File: src/rtl/pico_bus_pkg.sv
// Shared types and constants for the picorv32 memory bridge.
// Imported by pico_mem_bridge and pico_gpio_regs.
package pico_bus_pkg;

  typedef enum logic [1:0] {
    IDLE,
    WAIT,
    RESP
  } state_t;

  typedef enum logic [1:0] {
    REG_RAM,
    REG_IO,
    REG_NONE
  } region_t;

  localparam logic [1:0] IO_GPIO_OUT  = 2'd0;
  localparam logic [1:0] IO_GPIO_IN   = 2'd1;
  localparam logic [1:0] IO_FETCH_CNT = 2'd2;
  localparam logic [1:0] IO_STATUS    = 2'd3;

  localparam logic [31:0] DEADBEEF = 32'hDEAD_BEEF;

endpackage

File: src/rtl/pico_gpio_regs.sv
// GPIO register file: output reg, synchronised input, fetch counter, bus_err.
// Macro BRIDGE_BUSERR_EN enables the sticky bus_err flag.
module pico_gpio_regs
  import pico_bus_pkg::*;
#(
  parameter int GPIO_W = 8
) (
  input  logic              clk,
  input  logic              rst,
  input  logic              i_wr_en,
  input  logic [1:0]        i_wr_idx,
  input  logic [31:0]       i_wdata,
  input  logic [3:0]        i_wstrb,
  input  logic              i_fetch_inc,
  input  logic              i_err_set,
  input  logic [1:0]        i_rd_idx,
  input  logic [GPIO_W-1:0] i_gpio_in,
  output logic [31:0]       o_rdata,
  output logic [GPIO_W-1:0] o_gpio_out,
  output logic              o_bus_err
);

  logic [GPIO_W-1:0] r_gpio_out;
  logic [GPIO_W-1:0] r_sync1;
  logic [GPIO_W-1:0] r_sync2;
  logic [31:0]       r_fetch_cnt;
  logic [GPIO_W-1:0] w_gpio_nxt;
  logic              w_gpio_wr;
  logic              w_unused;

  assign w_gpio_wr  = i_wr_en & (i_wr_idx == IO_GPIO_OUT);
  assign o_gpio_out = r_gpio_out;

  // Byte-lane merge of write data into the output register
  always_comb begin
    w_gpio_nxt = r_gpio_out;
    for (int i = 0; i < GPIO_W; i++) begin
      if (i_wstrb[i/8]) w_gpio_nxt[i] = i_wdata[i];
    end
  end

  // Output register, input synchroniser and fetch counter
  always_ff @(posedge clk or negedge rst) begin
    if (!rst) begin
      r_gpio_out  <= '0;
      r_sync1     <= '0;
      r_sync2     <= '0;
      r_fetch_cnt <= '0;
    end else begin
      r_sync1 <= i_gpio_in;
      r_sync2 <= r_sync1;
      if (w_gpio_wr) r_gpio_out <= w_gpio_nxt;
      if (i_fetch_inc) r_fetch_cnt <= r_fetch_cnt + 32'd1;
    end
  end

`ifdef BRIDGE_BUSERR_EN
  logic r_bus_err;
  logic w_err_clr;

  assign w_err_clr = i_wr_en & (i_wr_idx == IO_STATUS)
                   & i_wstrb[0] & i_wdata[0];
  assign o_bus_err = r_bus_err;
  assign w_unused  = ^{i_wdata, i_wstrb};

  // Sticky unmapped-access flag, cleared by writing 1 to status bit0
  always_ff @(posedge clk or negedge rst) begin
    if (!rst) begin
      r_bus_err <= 1'b0;
    end else if (i_err_set) begin
      r_bus_err <= 1'b1;
    end else if (w_err_clr) begin
      r_bus_err <= 1'b0;
    end
  end
`else
  assign o_bus_err = 1'b0;
  assign w_unused  = ^{i_wdata, i_wstrb, i_err_set};
`endif

  // IO read mux, zero-extending the narrow GPIO words
  always_comb begin
    o_rdata = '0;
    unique case (i_rd_idx)
      IO_GPIO_OUT:  o_rdata = 32'(r_gpio_out);
      IO_GPIO_IN:   o_rdata = 32'(r_sync2);
      IO_FETCH_CNT: o_rdata = r_fetch_cnt;
      IO_STATUS:    o_rdata = {31'b0, o_bus_err};
      default:      o_rdata = '0;
    endcase
  end

endmodule

File: src/rtl/pico_mem_bridge.sv
// picorv32 native bus to sync RAM + GPIO bridge with wait states.
// Macro BRIDGE_BUSERR_EN enables bus_err and DEADBEEF unmapped reads.
module pico_mem_bridge
  import pico_bus_pkg::*;
#(
  parameter int          ADDR_W      = 15,
  parameter int          WAIT_STATES = 0,
  parameter logic [31:0] IO_BASE     = 32'h1000_0000,
  parameter int          GPIO_W      = 8
) (
  input  logic              clk,
  input  logic              rst,
  input  logic              mem_valid,
  input  logic              mem_instr,
  output logic              mem_ready,
  input  logic [31:0]       mem_addr,
  input  logic [31:0]       mem_wdata,
  input  logic [3:0]        mem_wstrb,
  output logic [31:0]       mem_rdata,
  output logic [ADDR_W-1:0] ram_addr,
  output logic [3:0]        ram_byteena,
  output logic [31:0]       ram_wdata,
  output logic              ram_wren,
  input  logic [31:0]       ram_q,
  input  logic [GPIO_W-1:0] gpio_in,
  output logic [GPIO_W-1:0] gpio_out,
  output logic              bus_err
);

`ifdef BRIDGE_BUSERR_EN
  localparam logic [31:0] UNMAPPED = DEADBEEF;
`else
  localparam logic [31:0] UNMAPPED = 32'h0;
`endif

  state_t      r_state;
  region_t     r_region;
  logic [3:0]  r_wcnt;
  logic [1:0]  r_idx;
  logic        r_instr;
  logic        r_first;
  logic [31:0] r_hold;

  region_t     w_region;
  logic [31:0] w_hi;
  logic        w_accept;
  logic        w_wr;
  logic        w_done;
  logic [31:0] w_io_rdata;
  logic [31:0] w_rd_mux;
  logic        w_unused;

  assign ram_addr    = mem_addr[ADDR_W+1:2];
  assign ram_byteena = mem_wstrb;
  assign ram_wdata   = mem_wdata;
  assign w_unused    = ^mem_addr[1:0];

  assign w_hi     = mem_addr >> (ADDR_W + 2);
  assign w_accept = (r_state == IDLE) & mem_valid;
  assign w_wr     = |mem_wstrb;
  assign ram_wren = w_accept & (w_region == REG_RAM) & w_wr;
  assign w_done   = (r_state == WAIT) & mem_valid & (r_wcnt == 4'd0);

  // Address decode into RAM / IO / unmapped
  always_comb begin
    w_region = REG_NONE;
    unique case (1'b1)
      (w_hi == 32'd0):                  w_region = REG_RAM;
      (mem_addr[31:4] == IO_BASE[31:4]): w_region = REG_IO;
      default:                          w_region = REG_NONE;
    endcase
  end

  pico_gpio_regs #(
    .GPIO_W (GPIO_W)
  ) u_gpio (
    .clk         (clk),
    .rst         (rst),
    .i_wr_en     (w_accept & (w_region == REG_IO) & w_wr),
    .i_wr_idx    (mem_addr[3:2]),
    .i_wdata     (mem_wdata),
    .i_wstrb     (mem_wstrb),
    .i_fetch_inc (w_done & r_instr),
    .i_err_set   (w_accept & (w_region == REG_NONE)),
    .i_rd_idx    (r_idx),
    .i_gpio_in   (gpio_in),
    .o_rdata     (w_io_rdata),
    .o_gpio_out  (gpio_out),
    .o_bus_err   (bus_err)
  );

  // Response data mux; RAM data is the word as read on the accept edge
  always_comb begin
    w_rd_mux = UNMAPPED;
    unique case (1'b1)
      (r_region == REG_RAM): w_rd_mux = r_first ? ram_q : r_hold;
      (r_region == REG_IO):  w_rd_mux = w_io_rdata;
      default:               w_rd_mux = UNMAPPED;
    endcase
  end

  // Request FSM with wait-state counter and registered response
  always_ff @(posedge clk or negedge rst) begin
    if (!rst) begin
      r_state   <= IDLE;
      r_region  <= REG_NONE;
      r_wcnt    <= '0;
      r_idx     <= '0;
      r_instr   <= 1'b0;
      r_first   <= 1'b0;
      r_hold    <= '0;
      mem_ready <= 1'b0;
      mem_rdata <= '0;
    end else begin
      unique case (r_state)
        IDLE: begin
          if (mem_valid) begin
            r_wcnt   <= 4'(WAIT_STATES);
            r_region <= w_region;
            r_idx    <= mem_addr[3:2];
            r_instr  <= mem_instr;
            r_first  <= 1'b1;
            r_state  <= WAIT;
          end
        end
        WAIT: begin
          r_first <= 1'b0;
          if (r_first) r_hold <= ram_q;
          if (!mem_valid) begin
            r_state <= IDLE;
          end else if (r_wcnt != 4'd0) begin
            r_wcnt <= r_wcnt - 4'd1;
          end else begin
            mem_rdata <= w_rd_mux;
            mem_ready <= 1'b1;
            r_state   <= RESP;
          end
        end
        RESP: begin
          mem_ready <= 1'b0;
          r_state   <= IDLE;
        end
        default: r_state <= IDLE;
      endcase
    end
  end

endmodule
File: config.mk
export PLATFORM = sky130hd
export DESIGN_NAME = pico_mem_bridge
export DESIGN_NICKNAME = d
export VERILOG_FILES = /design/src/rtl/pico_bus_pkg.sv /design/src/rtl/pico_gpio_regs.sv /design/src/rtl/pico_mem_bridge.sv
export SDC_FILE = /design/constraint.sdc
export NUM_CORES = 1
export LEC_CHECK = 0
export ABC_CLOCK_PERIOD_IN_PS = 3050
export CAP_MARGIN = 15
export CORE_ASPECT_RATIO = 0.7
export CORE_UTILIZATION = 25
export DETAILED_ROUTE_END_ITERATION = 6
export GPL_TIMING_DRIVEN = 0
export PLACE_DENSITY = 0.53
export SLEW_MARGIN = 15
export SYNTH_ARGS = -nofsm -noshare
export SYNTH_HDL_FRONTEND = slang
export SYNTH_SLANG_ARGS = --single-unit
File: constraint.sdc
create_clock -name clk -period 3.05 [get_ports clk]
set_input_delay 0.4575 -clock clk [delete_from_list [all_inputs] [get_ports clk]]
set_output_delay 0.4575 -clock clk [all_outputs]
set_load 0.02 [all_outputs]
## Word-level counts from Yosys, hierarchy flattened

Cells that the tools add are included.

- Bits in latches: 0
- Memory bits (read-only): 0
- Word-level logic and storage cells: 73
- Memories kept: 0
- Bits in registers: 133
- Output and inout bits: 94
- Memory bits (writable): 0

- $add $sub $neg: 2
- $lt $le $gt $ge: 0
- Reductions and logical operators: 18
- Div/mod/pow operators: 0
- Mux-type cells: 17
- Eq/ne operators: 13
- Multipliers: 0
- Shift-type cells: 0
- Bitwise gates (word level): 10

Operators with widths:

| cell | count |
|---|---|
| $pmux W32 S4 | 1 |
| $pmux W32 S2 | 1 |
| $add A32 B1 Y32 const B | 1 |
| $logic_not A32 Y1 | 1 |
| $mux W32 | 1 |
| $eq A28 B25 Y1 const B | 1 |
| $mux W4 | 3 |
| $logic_not A2 Y1 | 5 |
| $and A1 B1 Y1 | 9 |
| $eq A2 B1 Y1 const B | 4 |
| $pmux W2 S2 | 2 |
| $pmux W4 S2 | 1 |
| $reduce_and A2 Y1 | 4 |
| $eq A2 B2 Y1 const B | 3 |
| $mux W2 | 3 |
| $ne A2 B2 Y1 const B | 3 |
| $reduce_and A3 Y1 | 2 |
| $logic_not A4 Y1 | 1 |
| $pmux W1 S2 | 2 |
| $reduce_and A4 Y1 | 1 |
| $reduce_bool A2 Y1 | 2 |
| $reduce_bool A4 Y1 | 1 |
| $reduce_or A4 Y1 | 1 |
| $sub A4 B1 Y4 const B | 1 |
| 4 further kinds | 6 |

## Longest topological paths before layout

Gate-level depths: netlist of the first run.

- Depth in word-level cells: 7
- Gate-level depth with buffers: 8
- Mapped depth without buffers: 7

## By module

From an unflattened synthesis of the first run, not the netlist that was laid out.

- Cell total of the unflattened synthesis: 584
- Area, all modules: 6,570.1 µm²

By module, submodules not included:

| module | cells an instance | area an instance (µm²) | instances | seq. area each (µm²) |
|---|---|---|---|---|
| pico_mem_bridge | 375 | 4,075.2 | 1 | 1,928.1 |
| pico_gpio_regs | 209 | 2,494.9 | 1 | 1,401.3 |

## Worst setup path before layout of the first run

OpenSTA, ideal clock, no wires.

- Path kind: reg2reg
- Start point: register r_wcnt[0]
- End point: register u_gpio.r_fetch_cnt[13]
- Period minus slack after synthesis: 2.136 ns
- Setup slack: 0.914 ns
- Setup time: 0.079 ns
- Path buffers: 2
- Stages on the path, launching flop included: 9
- Arrival time: 2.056 ns
- Cell sequence: dfrtp_1 > inv_1 > ha_1 > or3b_4 > or4_4 > buf_6 > buf_6 > nor3_4 > xor2_1

- Word-level cells in the longest chain between the ends: 3

Ends and longest elaborated chain:

| what | RTL line | text |
|---|---|---|
| from (decl) | pico_mem_bridge.sv:38 | `logic [3:0] r_wcnt;` |
| from (signal assigned) | pico_mem_bridge.sv:118 | `r_wcnt <= 4'(WAIT_STATES);` |
| from (signal assigned) | pico_mem_bridge.sv:132 | `r_wcnt <= r_wcnt - 4'd1;` |
| $logic_not A4 Y1 | pico_mem_bridge.sv:62 | `assign w_done = (r_state == WAIT) & mem_valid & (r_wcnt == 4'd0);` |
| $and A1 B1 Y1 | pico_mem_bridge.sv:62 |  |
| $and A1 B1 Y1 | pico_mem_bridge.sv:83 | `.i_fetch_inc (w_done & r_instr),` |
| to (signal assigned) | pico_gpio_regs.sv:53 | `if (i_fetch_inc) r_fetch_cnt <= r_fetch_cnt + 32'd1;` |
| to (decl) | pico_gpio_regs.sv:26 | `logic [31:0] r_fetch_cnt;` |

Every way passes these cells.
A chain may end at the register's enable or synchronous reset.

## Final worst setup path of the first run

- Start point: input port mem_valid
- End point: output port ram_wren

- Word-level cells in the longest chain between the ends: 3

Ends and longest elaborated chain:

| what | RTL line | text |
|---|---|---|
| from (decl) | pico_mem_bridge.sv:13 | `input logic mem_valid,` |
| $and A1 B1 Y1 | pico_mem_bridge.sv:59 | `assign w_accept = (r_state == IDLE) & mem_valid;` |
| $and A1 B1 Y1 (2 in a row) | pico_mem_bridge.sv:61 | `assign ram_wren = w_accept & (w_region == REG_RAM) & w_wr;` |
| to (decl) | pico_mem_bridge.sv:23 | `output logic ram_wren,` |

Every way passes these cells.

==> results.md, run 1 <==
Outcome:
- The run finished with clean final reports.

Logic synthesis:
- Counting distinct cell types in the post-synthesis netlist gives 52.
- The most numerous cell in the Yosys netlist is sky130_fd_sc_hd__dfrtp_1.
- After synthesis, the largest family of logic cells by area is simple AND/OR/NAND/NOR gates.
- Among all flip-flop cells after synthesis, the most frequent one is sky130_fd_sc_hd__dfrtp_1.
- The biggest area consumer among synthesized cells is sky130_fd_sc_hd__dfrtp_1.
- The count of flip-flops with a built-in enable after synthesis is 0.
- Multiplexer cells account for 12.0% of the synthesized area.
- The synthesized instance count is 580.
- Yosys printed 0 warnings.
- The fraction of synthesized cell area taken by the top area cell type is 50.4%.
- The compound-gate portion of the synthesized area is 8.65%.
- Of the synthesized area, sequential elements account for 50.8%.
- The average instance in the mapped netlist occupies 11.3 um2.
- Summing every instance area after synthesis gives 6560 um2.
- The simple-gate area share of the yosys netlist is 14.5%.
- The synthesized netlist devotes 4.14% of its cell area to XOR and XNOR gates.
- Counting flops with an async set or reset pin after synthesis yields a share of 100%.
- In this run, synthesis produced a sequential element count of 133.
- Of the total synthesized cell area, the portion taken by full adders, half adders and majority gates is 0.573%.
- By count the netlist is led by 132 x sky130_fd_sc_hd__dfrtp_1, 55 x sky130_fd_sc_hd__nor2_1, 52 x sky130_fd_sc_hd__buf_4, 52 x sky130_fd_sc_hd__mux2_2, 27 x sky130_fd_sc_hd__nand2_1.
- Counting every net in the synthesized netlist gives 695.
- By area the synthesized netlist is led by sky130_fd_sc_hd__dfrtp_1 50%, sky130_fd_sc_hd__mux2_2 8.9%, sky130_fd_sc_hd__buf_4 6.0%, sky130_fd_sc_hd__nor2_1 3.1%, sky130_fd_sc_hd__mux2i_1 3.1%.

GRT:
- The total grt overflow is 0.
- The via count of the first global-routing pass is 4936.
- The all-layer global routing usage is 14.1%.
- The initial antenna violation count is 0.
- The pin count of the biggest net entering global routing is 84.
- The first global-routing pass estimated 28500 um of wire.

Power:
- The leakage power of the design is 4.11 nW.
- The switching component of the power is 0.00178 W.
- The design draws 0.00616 W.
- The relative contribution of the clock network to total power is 36.5%.
- The relative contribution of combinational cells to total power is 25.9%.
- The sequential fraction of design power is 37.6%.
- Across the VDD grid, the largest voltage drop is 0.394 mV.
- The internal power summed over all cells is 0.00438 W.
- Of the total power, the share spent switching nets is 28.9%.
- The power per cell area is 652 nW/um2.

Place:
- Port buffering added 178 buffers.
- At the end of routability-driven placement, the weighted congestion stood at 0.760.
- Detailed placement finished with a half-perimeter wire length of 13500 um.
- The pre-CTS worst setup slack is 0.110 ns.

Worst setup path:
- For this run, the slowest stage of the critical path takes 0.64 ns.
- The critical path arrival is 2.47 ns.
- By startpoint and endpoint, the worst setup path is classified as primary input to output pin.
- The startpoint of the most critical setup path is mem_valid.
- The largest individual stage delay along the critical path comes from the cell sky130_fd_sc_hd__clkdlybuf4s50_1.
- STA puts the critical path data required time at 2.59 ns.
- The cell repeated most along the worst path is sky130_fd_sc_hd__clkdlybuf4s50_1.
- STA classifies the critical path endpoint as an output pin.
- The critical path launch point type is a primary input.
- The signal on the critical path passes through clkdlybuf4s50_1 -> nor3b_2 -> o41ai_1 -> nor3_1 -> clkdlybuf4s50_1.
- The reg-to-reg critical path startpoint is r_wcnt[0]$_DFFE_PN0P_.
- The highest net fanout along the worst path is 7.

Floorplan:
- The initial core utilization is 25.5%.
- In this run the count of I/O pins placed on the die edge is 206.
- The die is 196 um wide.
- The number of standard-cell rows in the floorplan is 49.
- The die covers 26900 um2.
- In this run the vertical extent of the chip is 137 um.
- The core box area is 25700 um2.

Finish:
- The repair_antennas step left the layout with diodes totalling 0.
- The layout overhead on the synthesized area is 44.1%.
- The post-route netlist has 22.3% of its cells at a drive strength greater than 1.
- After the last flow step, the layout net total stands at 894.

STA:
- The worst path uses 95.9% of the clock period.
- For the pin with the worst max-slew slack, the measured transition is 0.814 ns.
- The post-layout minimum cycle time is 2.92 ns.
- The setup-violating endpoint count in the final report is 0.
- The final setup skew is 0.00852 ns.
- The final-report max-slew violation count is 0.
- The final-report hold violation count is 0.
- The worst hold slack is 0.346 ns.
- The worst slew margin relative to its limit is 45.8%.
- Across all setup checks in the final design, the least slack found is 0.126 ns.
- The highest achievable clock rate is 342 MHz.
- Setup repair after global routing left no endpoint under its margin.

Clock network:
- The clock net in this run drives a total of 133 sinks.
- Clock-pin slew was measured on the worst setup and hold paths at 0.05 ns.
- The number of clock buffers added by TritonCTS is 17.
- The H-tree was split into 4 levels.
- TritonCTS built the clock tree.
- The clock latency reported for the late side of the worst-skew pair is 0.42 ns.
- The maximum root-to-sink buffer count is 2.
- Clock tree synthesis selected as its root buffer the cell sky130_fd_sc_hd__clkbuf_16.

Min path:
- The min-delay analysis places its worst path in the category flop to flop.
- The startpoint of the tightest hold check path is u_gpio.r_sync1[5]$_DFF_PN0_.

Routing:
- The detailed router placed 4908 vias in this run.
- The detailed router finished its first iteration with 239 violations.
- The final layout contains routed wiring with a total length of 18100 um.
- After detailed routing, the number of remaining DRC violations is 0.
- The remaining antenna violation count is 0.
- The first detailed-routing pass ran for 5 iterations.
- The routed wire length per instance is 16.1 um.
- The via-per-instance ratio is 4.37.

Flow run:
- The number of max-cap violations is 0.
-- timing repair --
| action | in CTS | in global routing |
|---|---|---|
| endpoints found under the setup margin | 0 | 8 |
| resized for setup | 0 | 2 |
| endpoints found under the hold margin | 49 | 0 |
| hold buffers | 1 | 0 |
| buffers inserted | 0 | 0 |
-- routing by layer --
layer | GRT usage, % | part of all wire (%) | vias to the layer above
li1 | - | - | 2390
met1 | 20.7 | 52 | 2375
met2 | 19.4 | 41 | 125
met3 | 4.72 | 6.5 | 18
met4 | 3.85 | 1.0 | 0
met5 | 0 | 0 | -
-- power groups by stage --
stage / clock network, W / logic (W) / registers [W]
2_1_floorplan: 0 / 0.000741 / 0.00247
3_3_place_gp: 0 / 0.00159 / 0.00233
3_5_place_dp: 0 / 0.00161 / 0.00234
4_1_cts: 0.00229 / 0.00162 / 0.00231
5_1_grt: 0.00239 / 0.00175 / 0.00236
6_report: 0.00225 / 0.00160 / 0.00231
-- sequential cells by signal, indices dropped and copies added (netlist names) --
signal and count:
mem_rdata 32, mem_ready 1, r_first 1, r_hold 32, r_idx 2, r_instr 1, r_region 2, r_state 2
r_wcnt 4, u_gpio.o_gpio_out 8, u_gpio.r_fetch_cnt 32, u_gpio.r_sync1 8, u_gpio.r_sync2 8
-- layout by cell type (no fill, tap or decap), types with 3 or more instances in the layout --
| cell type | count |
|---|---|
| sky130_fd_sc_hd__clkdlybuf4s50_1 | 177 |
| sky130_fd_sc_hd__dfrtp_1 | 132 |
| sky130_fd_sc_hd__nor2_1 | 55 |
| sky130_fd_sc_hd__mux2_2 | 52 |
| sky130_fd_sc_hd__buf_4 | 52 |
| sky130_fd_sc_hd__nand2_1 | 27 |
| sky130_fd_sc_hd__o21ai_0 | 22 |
| sky130_fd_sc_hd__mux2i_1 | 20 |
| sky130_fd_sc_hd__inv_1 | 19 |
| sky130_fd_sc_hd__xor2_1 | 19 |
| sky130_fd_sc_hd__clkbuf_16 | 17 |
| sky130_fd_sc_hd__clkbuf_1 | 16 |
| sky130_fd_sc_hd__a221oi_1 | 16 |
| sky130_fd_sc_hd__a21oi_1 | 14 |
| sky130_fd_sc_hd__xnor2_1 | 12 |
| sky130_fd_sc_hd__nor4_1 | 11 |
| sky130_fd_sc_hd__nand3_1 | 11 |
| sky130_fd_sc_hd__nor3_2 | 11 |
| sky130_fd_sc_hd__buf_2 | 8 |
| sky130_fd_sc_hd__a2bb2oi_1 | 8 |
| sky130_fd_sc_hd__o221ai_1 | 8 |
| sky130_fd_sc_hd__nand2b_1 | 6 |
| sky130_fd_sc_hd__nor4_4 | 5 |
| sky130_fd_sc_hd__bufinv_16 | 5 |
| sky130_fd_sc_hd__nand4_1 | 4 |
| sky130_fd_sc_hd__buf_1 | 4 |
| sky130_fd_sc_hd__a22o_1 | 4 |
| sky130_fd_sc_hd__a32o_1 | 4 |
| sky130_fd_sc_hd__clkinv_4 | 4 |
| sky130_fd_sc_hd__nor3_1 | 3 |
| sky130_fd_sc_hd__buf_6 | 3 |
| sky130_fd_sc_hd__ha_1 | 3 |
| sky130_fd_sc_hd__clkinv_2 | 3 |
-- critical path: cells and delay by family --
kind	cells	cell delay [ns]
buf+inv	2	1.21
simple gates	2	0.63
compound gates	1	0.16
-- cell families after synthesis --
kind of cell	after synthesis
xor+xnor	31
buf+inv	102
mux	72
fa+ha+maj	3
flops	133
simple gates	158
compound gates	80
other cells	1
-- cell type report --
class / instances / area [um2]
multi-input combinational: 345 / 2630
tap: 331 / 414
inverter: 20 / 78.8
buffer: 82 / 536
clock buffer: 18 / 429
clock inverter: 13 / 208
fill: 2575 / 16200
sequential: 133 / 3330
timing repair buffer: 180 / 1820
-- metrics by stage --
| stage | instance area [um2] | utilization [%] | setup TNS, ns | instances |
|---|---|---|---|---|
| 3_3_place_gp | 8750 | 34.1 | -536.72 | 1089 |
| 6_report | 9440 | 36.8 | 0 | 1122 |
| 5_1_grt | 9440 | 36.8 | 0 | 1122 |
| 4_1_cts | 9430 | 36.7 | 0 | 1122 |
| 2_1_floorplan | 6560 | - | 0 | 580 |
| 3_5_place_dp | 8780 | 34.2 | 0 | 1090 |
-- final timing paths --
kind	depth (start not counted)	slack, ns	end
max in group asynchronous	3	1.76	u_gpio.r_fetch_cnt[23]$_DFFE_PN0P_
min reg2reg	0	0.35	u_gpio.r_sync2[5]$_DFF_PN0_
max reg2reg	8	0.58	mem_rdata[30]$_DFFE_PN0P_
min in group asynchronous	2	0.53	u_gpio.r_sync1[4]$_DFF_PN0_
min	0	0.35	u_gpio.r_sync2[5]$_DFF_PN0_
max	5	0.13	ram_wren
No activity file was read; power rests on OpenSTA's default activity.
==> run 2: changes to the inputs <==
- CORE_UTILIZATION: 25 -> 47
- PLACE_DENSITY: 0.53 -> 0.86
==> results.md, run 2 (synthesis results as in run 1) <==
Finish:
- In the final layout, the registers with the most flip-flops are mem_rdata (32), r_hold (32), u_gpio.r_fetch_cnt (32).
- The count of antenna diodes in the layout is 0 (unchanged).
- The proportion of layout cells with a drive suffix above 1 is 22.1% (-0.13 points).
- The share of the core filled with cells in the final layout is 69.1% (+32 points).
- The final design instance area without fill is 9250 um2 (-2.0%).
- The area growth from synthesis to layout is 41.2%.
- The top cell types in the final layout, fill and taps aside, are 177 x sky130_fd_sc_hd__clkdlybuf4s50_1, 132 x sky130_fd_sc_hd__dfrtp_1, 55 x sky130_fd_sc_hd__nor2_1.
- The number of nets in the final layout is 893 (-0.11%).
- Leaving out fill and tap cells, the most frequent cell in the layout is sky130_fd_sc_hd__clkdlybuf4s50_1.

Flow run:
- The number of max-cap violations is 0 (unchanged).

Floorplan:
- The y dimension of the die is 101 um (-27%).
- The overall die area is 14400 um2 (-46%).
- The number of standard-cell rows in the floorplan is 35 (-29%).
- The die span in x came to 143 um (-27%).
- The core box area is 13400 um2 (-48%).
- The initial core utilization is 48.9% (+23 points).
- The number of placed I/O pins is 206 (unchanged).

Clock network:
- The clock latency reported for the late side of the worst-skew pair is 0.43 ns (about the same).
- The number of buffers created by CTS came to 17 (unchanged).
- The count of hold buffers inserted by post-cts repair is 0 (-1).
- The post-CTS setup-driven buffer insertion count is 0 (unchanged).
- TritonCTS built the clock tree.
- The total of cells resized after clock tree synthesis came to 0 (unchanged).
- The CTS clock-pin slew for the worst setup and hold paths is 0.06 ns (about the same).
- The maximum root-to-sink buffer count is 2 (unchanged).
- In this run the clock root is driven by a sky130_fd_sc_hd__clkbuf_16.
- The number of H-tree levels is 4 (unchanged).
- The number of sinks driven by the clock tree is 133 (unchanged).

GRT:
- The pin count of the biggest net entering global routing is 80 (-4.8%).
- The all-layer global routing usage is 25.6% (+12 points).
- The global routing usage on met2 is 42.0% (+23 points).
- The total grt overflow is 0 (unchanged).
- The met3 track utilization from global routing was 7.27% (+2.5 points).
- The met1 layer usage reported by global route is 32.8% (+12 points).
- The most utilized layer in the global route result is met2.
- The initial antenna violation count came to 0 (unchanged).
- The via count of the first global-routing pass is 5499 (+11%).
- The global-route wire length before repair is 27900 um (-1.9%).

Worst setup path:
- The worst-case register-to-register setup slack is 0.36 ns (-0.22 ns).
- The reg-to-reg critical path startpoint is r_idx[1]$_DFFE_PN0P_.
- The cell repeated most along the worst path is sky130_fd_sc_hd__clkdlybuf4s50_1.
- The worst setup path is captured at an output pin.
- By startpoint and endpoint, the worst setup path is classified as primary input to output pin.
- Traced cell by cell, the critical path runs through clkdlybuf4s50_1 -> nor3b_2 -> o41ai_1 -> nor3_1 -> clkdlybuf4s50_1.
- The endpoint of the lowest-slack register-to-register path is mem_rdata[14]$_DFFE_PN0P_.
- The capture point of the worst path is ram_wren.
- The largest individual stage delay along the critical path comes from the cell sky130_fd_sc_hd__clkdlybuf4s50_1.
- The most critical setup path has its startpoint at mem_valid.
- The data required time at the worst endpoint was 2.59 ns (about the same).
- The highest net fanout along the worst path came to 7 (unchanged).
- The critical path launch point type is a primary input.
- The number of cells traversed by the worst register-to-register path came to 7 (-1).
- The critical path arrival is 2.42 ns (-0.05 ns).
- The critical path's largest stage delay is 0.64 ns (about the same).

Power:
- The power per cell area was 671 nW/um2 (+2.9%).
- The relative contribution of combinational cells to total power was 25.9% (about the same).
- The internal power summed over all cells came to 0.00442 W (+1.0%).
- The leakage power of the design is 4.10 nW (about the same).
- The switching component of the power is 0.00179 W (+0.50%).
- The worst voltage drop across the vdd grid is 0.467 mV (+19%).
- The relative contribution of the clock network to total power is 36.5% (about the same).
- The share of total power consumed by net switching is 28.8% (-0.10 points).
- The sequential fraction of design power is 37.6% (about the same).

STA:
- The post-layout minimum cycle time is 2.88 ns (-0.0482 ns).
- The worst slew margin relative to its limit was 35.4% (-10 points).
- The total negative slack is 0 ns (unchanged).
- Setup repair after global routing left no endpoint under its margin.
- The final-report max-slew violation count came to 0 (unchanged).
- The final-report hold violation count is 0 (unchanged).
- The post-layout worst setup margin is 0.174 ns (+0.0482 ns).
- The final clock period utilization by the worst path is 94.3% (-1.6 points).
- The highest achievable clock rate came to 348 MHz (+1.7%).
- The slew at the pin with the worst max-slew slack came to 0.967 ns (+0.154 ns).
- The worst hold slack came to 0.0564 ns (-0.290 ns).
- The final setup skew came to 0.00998 ns (+0.00146 ns).
- The setup-violating endpoint count in the final report came to 0 (unchanged).

Outcome:
- The flow ran to the end, and the final reports show no timing, DRC or antenna violations.

Routing:
- The starting DRC count in detailed routing is 346 (+45%).
- The iteration count of the initial detailed-routing pass is 5 (unchanged).
- The remaining antenna violation count is 0 (unchanged).
- The remaining design rule violation count is 0 (unchanged).
- The via-per-instance ratio is 5.40 (+24%).
- The total number of vias is 5273 (+7.4%).
- The final wirelength is 17500 um (-3.1%).
- The routed wire length per instance is 17.9 um (+11%).

Place:
- The cell area after placement was 8600 um2 (-2.1%).
- The count of port buffers added during placement was 178 (unchanged).
- The pre-CTS worst setup slack came to 0.152 ns (+0.0422 ns).
- The half-perimeter wire length after detailed placement was 12600 um (-6.5%).
- The final weighted congestion of routability-driven global placement was 0.830 (+9.3%).

Min path:
- The worst hold path class is primary input to async pin.
-- run 2: layout make-up --
| class | instances | area (um2) |
|---|---|---|
| multi-input cells | 345 | 2620 |
| fillers | 928 | 4150 |
| inverters | 20 | 75.1 |
| clock buffers | 19 | 453 |
| flip-flops and latches | 133 | 3330 |
| plain buffers | 82 | 536 |
| well taps | 185 | 231 |
| clock inverters | 13 | 204 |
| repair buffers | 179 | 1810 |
-- run 2: critical path, delay by kind of cell --
kind	cells	cell delay (ns)
buffers and inverters	2	1.19
AOI/OAI and AO/OA	1	0.16
and+or+nand+nor	2	0.60
-- run 2: how the worst min path moves through the flow --
stage | start | end | slack (ns) | cells after the start
after CTS | rst | mem_rdata[11]$_DFFE_PN0P_ | 0.10 | 1
after global routing | rst | mem_rdata[11]$_DFFE_PN0P_ | 0.13 | 1
final | rst | mem_rdata[11]$_DFFE_PN0P_ | 0.06 | 1
after detailed placement | u_gpio.r_sync1[3]$_DFF_PN0_ | u_gpio.r_sync2[3]$_DFF_PN0_ | 0.33 | 0
after floorplan | rst | mem_rdata[0]$_DFFE_PN0P_ | 0.16 | 0
after global placement | u_gpio.r_sync1[2]$_DFF_PN0_ | u_gpio.r_sync2[2]$_DFF_PN0_ | 0.33 | 0
-- run 2: power by group through the flow --
| stage | logic [W] | clock network (W) | registers [W] |
|---|---|---|---|
| final | 0.00161 | 0.00227 | 0.00234 |
| after global placement | 0.00154 | 0 | 0.00232 |
| after detailed placement | 0.00159 | 0 | 0.00235 |
| after CTS | 0.00161 | 0.00228 | 0.00233 |
| after global routing | 0.00173 | 0.00235 | 0.00237 |
| after floorplan | 0.000741 | 0 | 0.00247 |
-- run 2: per-stage QoR --
step | instances | total power, W
2_1_floorplan | 580 | 0.00321
3_3_place_gp | 943 | 0.00386
3_5_place_dp | 944 | 0.00394
4_1_cts | 976 | 0.00622
5_1_grt | 976 | 0.00646
6_report | 976 | 0.00621
-- run 2: routing by layer --
layer	wire length (um)	share of wire [%]
met2	8450	48
met5	0	0
met3	1460	8.3
met1	7350	42
met4	255	1.5
==> run 3: changes to the inputs <==
- SLEW_MARGIN: 15 -> default
- SYNTH_HIERARCHICAL: default -> 1
==> results.md, run 3 <==
Outcome:
- The run finished with clean final reports.

Routing:
- Routed signal wires occupy layers up through met4.
- The routed metal-1 wire length is 7730 um (+5.1%).
- The via-per-instance ratio is 5.29 (-2.0%).
- The detailed route wirelength on metal3 is 980 um (-33%).
- The final wirelength was 17600 um (+0.58%).
- The iteration count of the initial detailed-routing pass is 5 (unchanged).
- The starting DRC count in detailed routing came to 371 (+7.2%).
- The total number of vias was 5181 (-1.7%).
- The routed wire length per instance is 18.0 um (+0.27%).
- The remaining antenna violation count is 0 (unchanged).
- The remaining design rule violation count is 0 (unchanged).
- The total length of routed met2 wires is 8730 um (+3.2%).

Worst setup path:
- The data required time at the worst endpoint came to 3.35 ns (+0.76 ns).
- The endpoint class of the critical path is a flop.
- Traced cell by cell, the critical path runs through clkdlybuf4s50_1 -> nor2b_1 -> nand3_2 -> buf_2 -> nor2_4 -> nand4_1 -> nor2_4 -> buf_4 -> nand4_1 -> xnor2_1.
- STA classifies the critical path startpoint as a primary input.
- The critical path arrival is 3.25 ns (+0.83 ns).
- Among all stages on the critical path, the largest delay is contributed by sky130_fd_sc_hd__clkdlybuf4s50_1.
- The number of buffer and inverter instances along the worst setup path is 3 (+1).
- The highest net fanout along the worst path was 10 (+3).
- The worst setup path is of the primary input to flop kind.
- The critical path's largest stage delay is 0.54 ns (-0.10 ns).
- The family with the most delay on the worst path is simple AND/OR/NAND/NOR gates.

Logic synthesis:
- The synthesized area per cell is 11.3 um2 (-0.36%).
- The synthesized area is 6570 um2 (+0.15%).
- The synthesized instance count came to 583 (+0.52%).
- The post-synthesis net count came to 698 (+0.43%).
- The Yosys warning count came to 6 (+6).

Place:
- The cell area after placement is 8610 um2 (+0.12%).
- The count of port buffers added during placement came to 178 (unchanged).
- The half-perimeter wire length after detailed placement was 12800 um (+1.6%).
- The number of placed instances with taps included is 947 (+0.32%).
- The final weighted congestion of routability-driven global placement was 0.819 (-1.4%).

Floorplan:
- The overall die area is 14500 um2 (+0.15%).
- The number of placed I/O pins was 206 (unchanged).
- The die span in x is 143 um (about the same).
- The initial core utilization was 49.0% (+0.075 points).
- The number of standard-cell rows in the floorplan is 35 (unchanged).
- The core box area is 13400 um2 (unchanged).
- The y dimension of the die is 101 um (about the same).

Power:
- The post-layout total power was 0.00645 W (+3.8%).
- The worst voltage drop across the vdd grid is 0.574 mV (+23%).
- The leakage power of the design is 4.06 nW (-1.1%).
- The power per cell area is 700 nW/um2 (+4.3%).

Clock network:
- TritonCTS built the clock tree.
- The count of hold buffers inserted by post-cts repair is 0 (unchanged).
- The number of buffers created by CTS was 17 (unchanged).
- The tree is rooted in a sky130_fd_sc_hd__clkbuf_16.
- The clock latency reported for the late side of the worst-skew pair is 0.41 ns (-0.02 ns).
- The number of sinks driven by the clock tree came to 133 (unchanged).
- The CTS clock-pin slew for the worst setup and hold paths came to 0.06 ns (about the same).
- The number of H-tree levels is 4 (unchanged).
- The maximum root-to-sink buffer count was 2 (unchanged).

Finish:
- The area growth from synthesis to layout is 40.3%.
- The proportion of layout cells with a drive suffix above 1 is 20.0% (-2.1 points).
- Leaving out fill and tap cells, the most frequent cell in the layout is sky130_fd_sc_hd__clkdlybuf4s50_1.
- The sequential cell area in the final layout is 3330 um2 (unchanged).
- The count of antenna diodes in the layout is 0 (unchanged).
- The area of combinational cells with multiple inputs is 2690 um2 (+2.8%).
- The number of nets in the final layout was 897 (+0.45%).
- The count of non-filler cells in the finished layout is 979 (+0.31%).
- The number of fill cells is 1004 (+8.2%).
- The top cell types in the final layout, fill and taps aside, are 177 x sky130_fd_sc_hd__clkdlybuf4s50_1, 132 x sky130_fd_sc_hd__dfrtp_1, 59 x sky130_fd_sc_hd__nand2_1.
- The final design instance area without fill is 9210 um2 (-0.45%).
- The largest registers in the layout are mem_rdata (32), r_hold (32), u_gpio/r_fetch_cnt (32).

GRT:
- The via count of the first global-routing pass was 5300 (-3.6%).
- The pin count of the biggest net entering global routing is 69 (-14%).
- The initial antenna violation count was 0 (unchanged).
- The total grt overflow is 0 (unchanged).
- The global-route wire length before repair was 27800 um (-0.47%).
- The all-layer global routing usage is 25.6% (about the same).

STA:
- The worst slew margin relative to its limit came to 49.6% (+14 points).
- The final clock period utilization by the worst path is 96.7% (+2.4 points).
- The highest achievable clock rate is 339 MHz (-2.5%).
- The final setup skew is 0.00612 ns (-0.00386 ns).
- The final-report max-slew violation count is 0 (unchanged).
- The post-layout minimum cycle time is 2.95 ns (+0.0740 ns).
- The final-report hold violation count was 0 (unchanged).
- Setup repair after global routing could not meet its margin everywhere.
- The setup-violating endpoint count in the final report was 0 (unchanged).
- The slew at the pin with the worst max-slew slack came to 0.752 ns (-0.215 ns).

Min path:
- The worst hold path belongs to the class primary input to async pin.

Flow run:
- The number of max-cap violations is 0 (unchanged).
[run 3: layout make-up]
cell class / instances / area share (%)
Clock buffer: 19 / 4.81
Timing Repair Buffer: 180 / 19.7
Multi-Input combinational cell: 361 / 29.2
Tap cell: 185 / 2.51
Inverter: 9 / 0.367
Sequential cell: 133 / 36.1
Buffer: 80 / 5.84
Clock inverter: 12 / 1.43
[run 3: power by group]
| group | switching, W | internal [W] | total [W] |
|---|---|---|---|
| Combinational | 0.00102 | 0.00103 | 0.00205 |
| Sequential | 0.000252 | 0.00216 | 0.00241 |
| Clock | 0.000767 | 0.00122 | 0.00199 |
| Total | 0.00204 | 0.00441 | 0.00645 |
[run 3: repair_timing]
item / CTS / global route
buffers inserted: 1 / 0
resized for setup: 3 / 2
endpoints found under the hold margin: 0 / 0
setup endpoints to repair: 24 / 17
cloned: 0 / 0
pin swaps: 1 / 0
[run 3: layer usage]
| metal | vias to the layer above | track usage, % |
|---|---|---|
| li1 | 2398 | - |
| met1 | 2585 | 33.3 |
| met2 | 176 | 43.4 |
| met3 | 22 | 5.84 |
| met4 | 0 | 6.71 |
| met5 | - | 0 |
[run 3: final timing paths]
check / cells after the start / to / start / slack (ns)
max: 10 / u_gpio/r_fetch_cnt[29]$_DFFE_PN0P_ / mem_valid / 0.1
min: 1 / r_hold[29]$_DFFE_PN0N_ / rst / 0.04
max reg2reg: 11 / u_gpio/r_fetch_cnt[29]$_DFFE_PN0P_ / r_wcnt[0]$_DFFE_PN0P_ / 0.13
min reg2reg: 0 / u_gpio/r_sync2[4]$_DFF_PN0_ / u_gpio/r_sync1[4]$_DFF_PN0_ / 0.35
max in group asynchronous: 2 / r_region[1]$_DFFE_PN1P_ / rst / 2.23
min in group clk: 0 / u_gpio/r_sync2[4]$_DFF_PN0_ / u_gpio/r_sync1[4]$_DFF_PN0_ / 0.35
[run 3: through the flow]
stage	utilization, %	hold WS [ns]	TNS, ns	setup slack, ns
after global routing	68.7	0.0798	-0.0350	-0.0350
final	68.7	0.0376	0	0.0998
after detailed placement	64.2	0.336	-11.72	-0.609
after CTS	68.7	0.0608	0	0.0183
after floorplan	-	0.162	0	0.493
after global placement	64.0	0.334	-461.98	-3.42
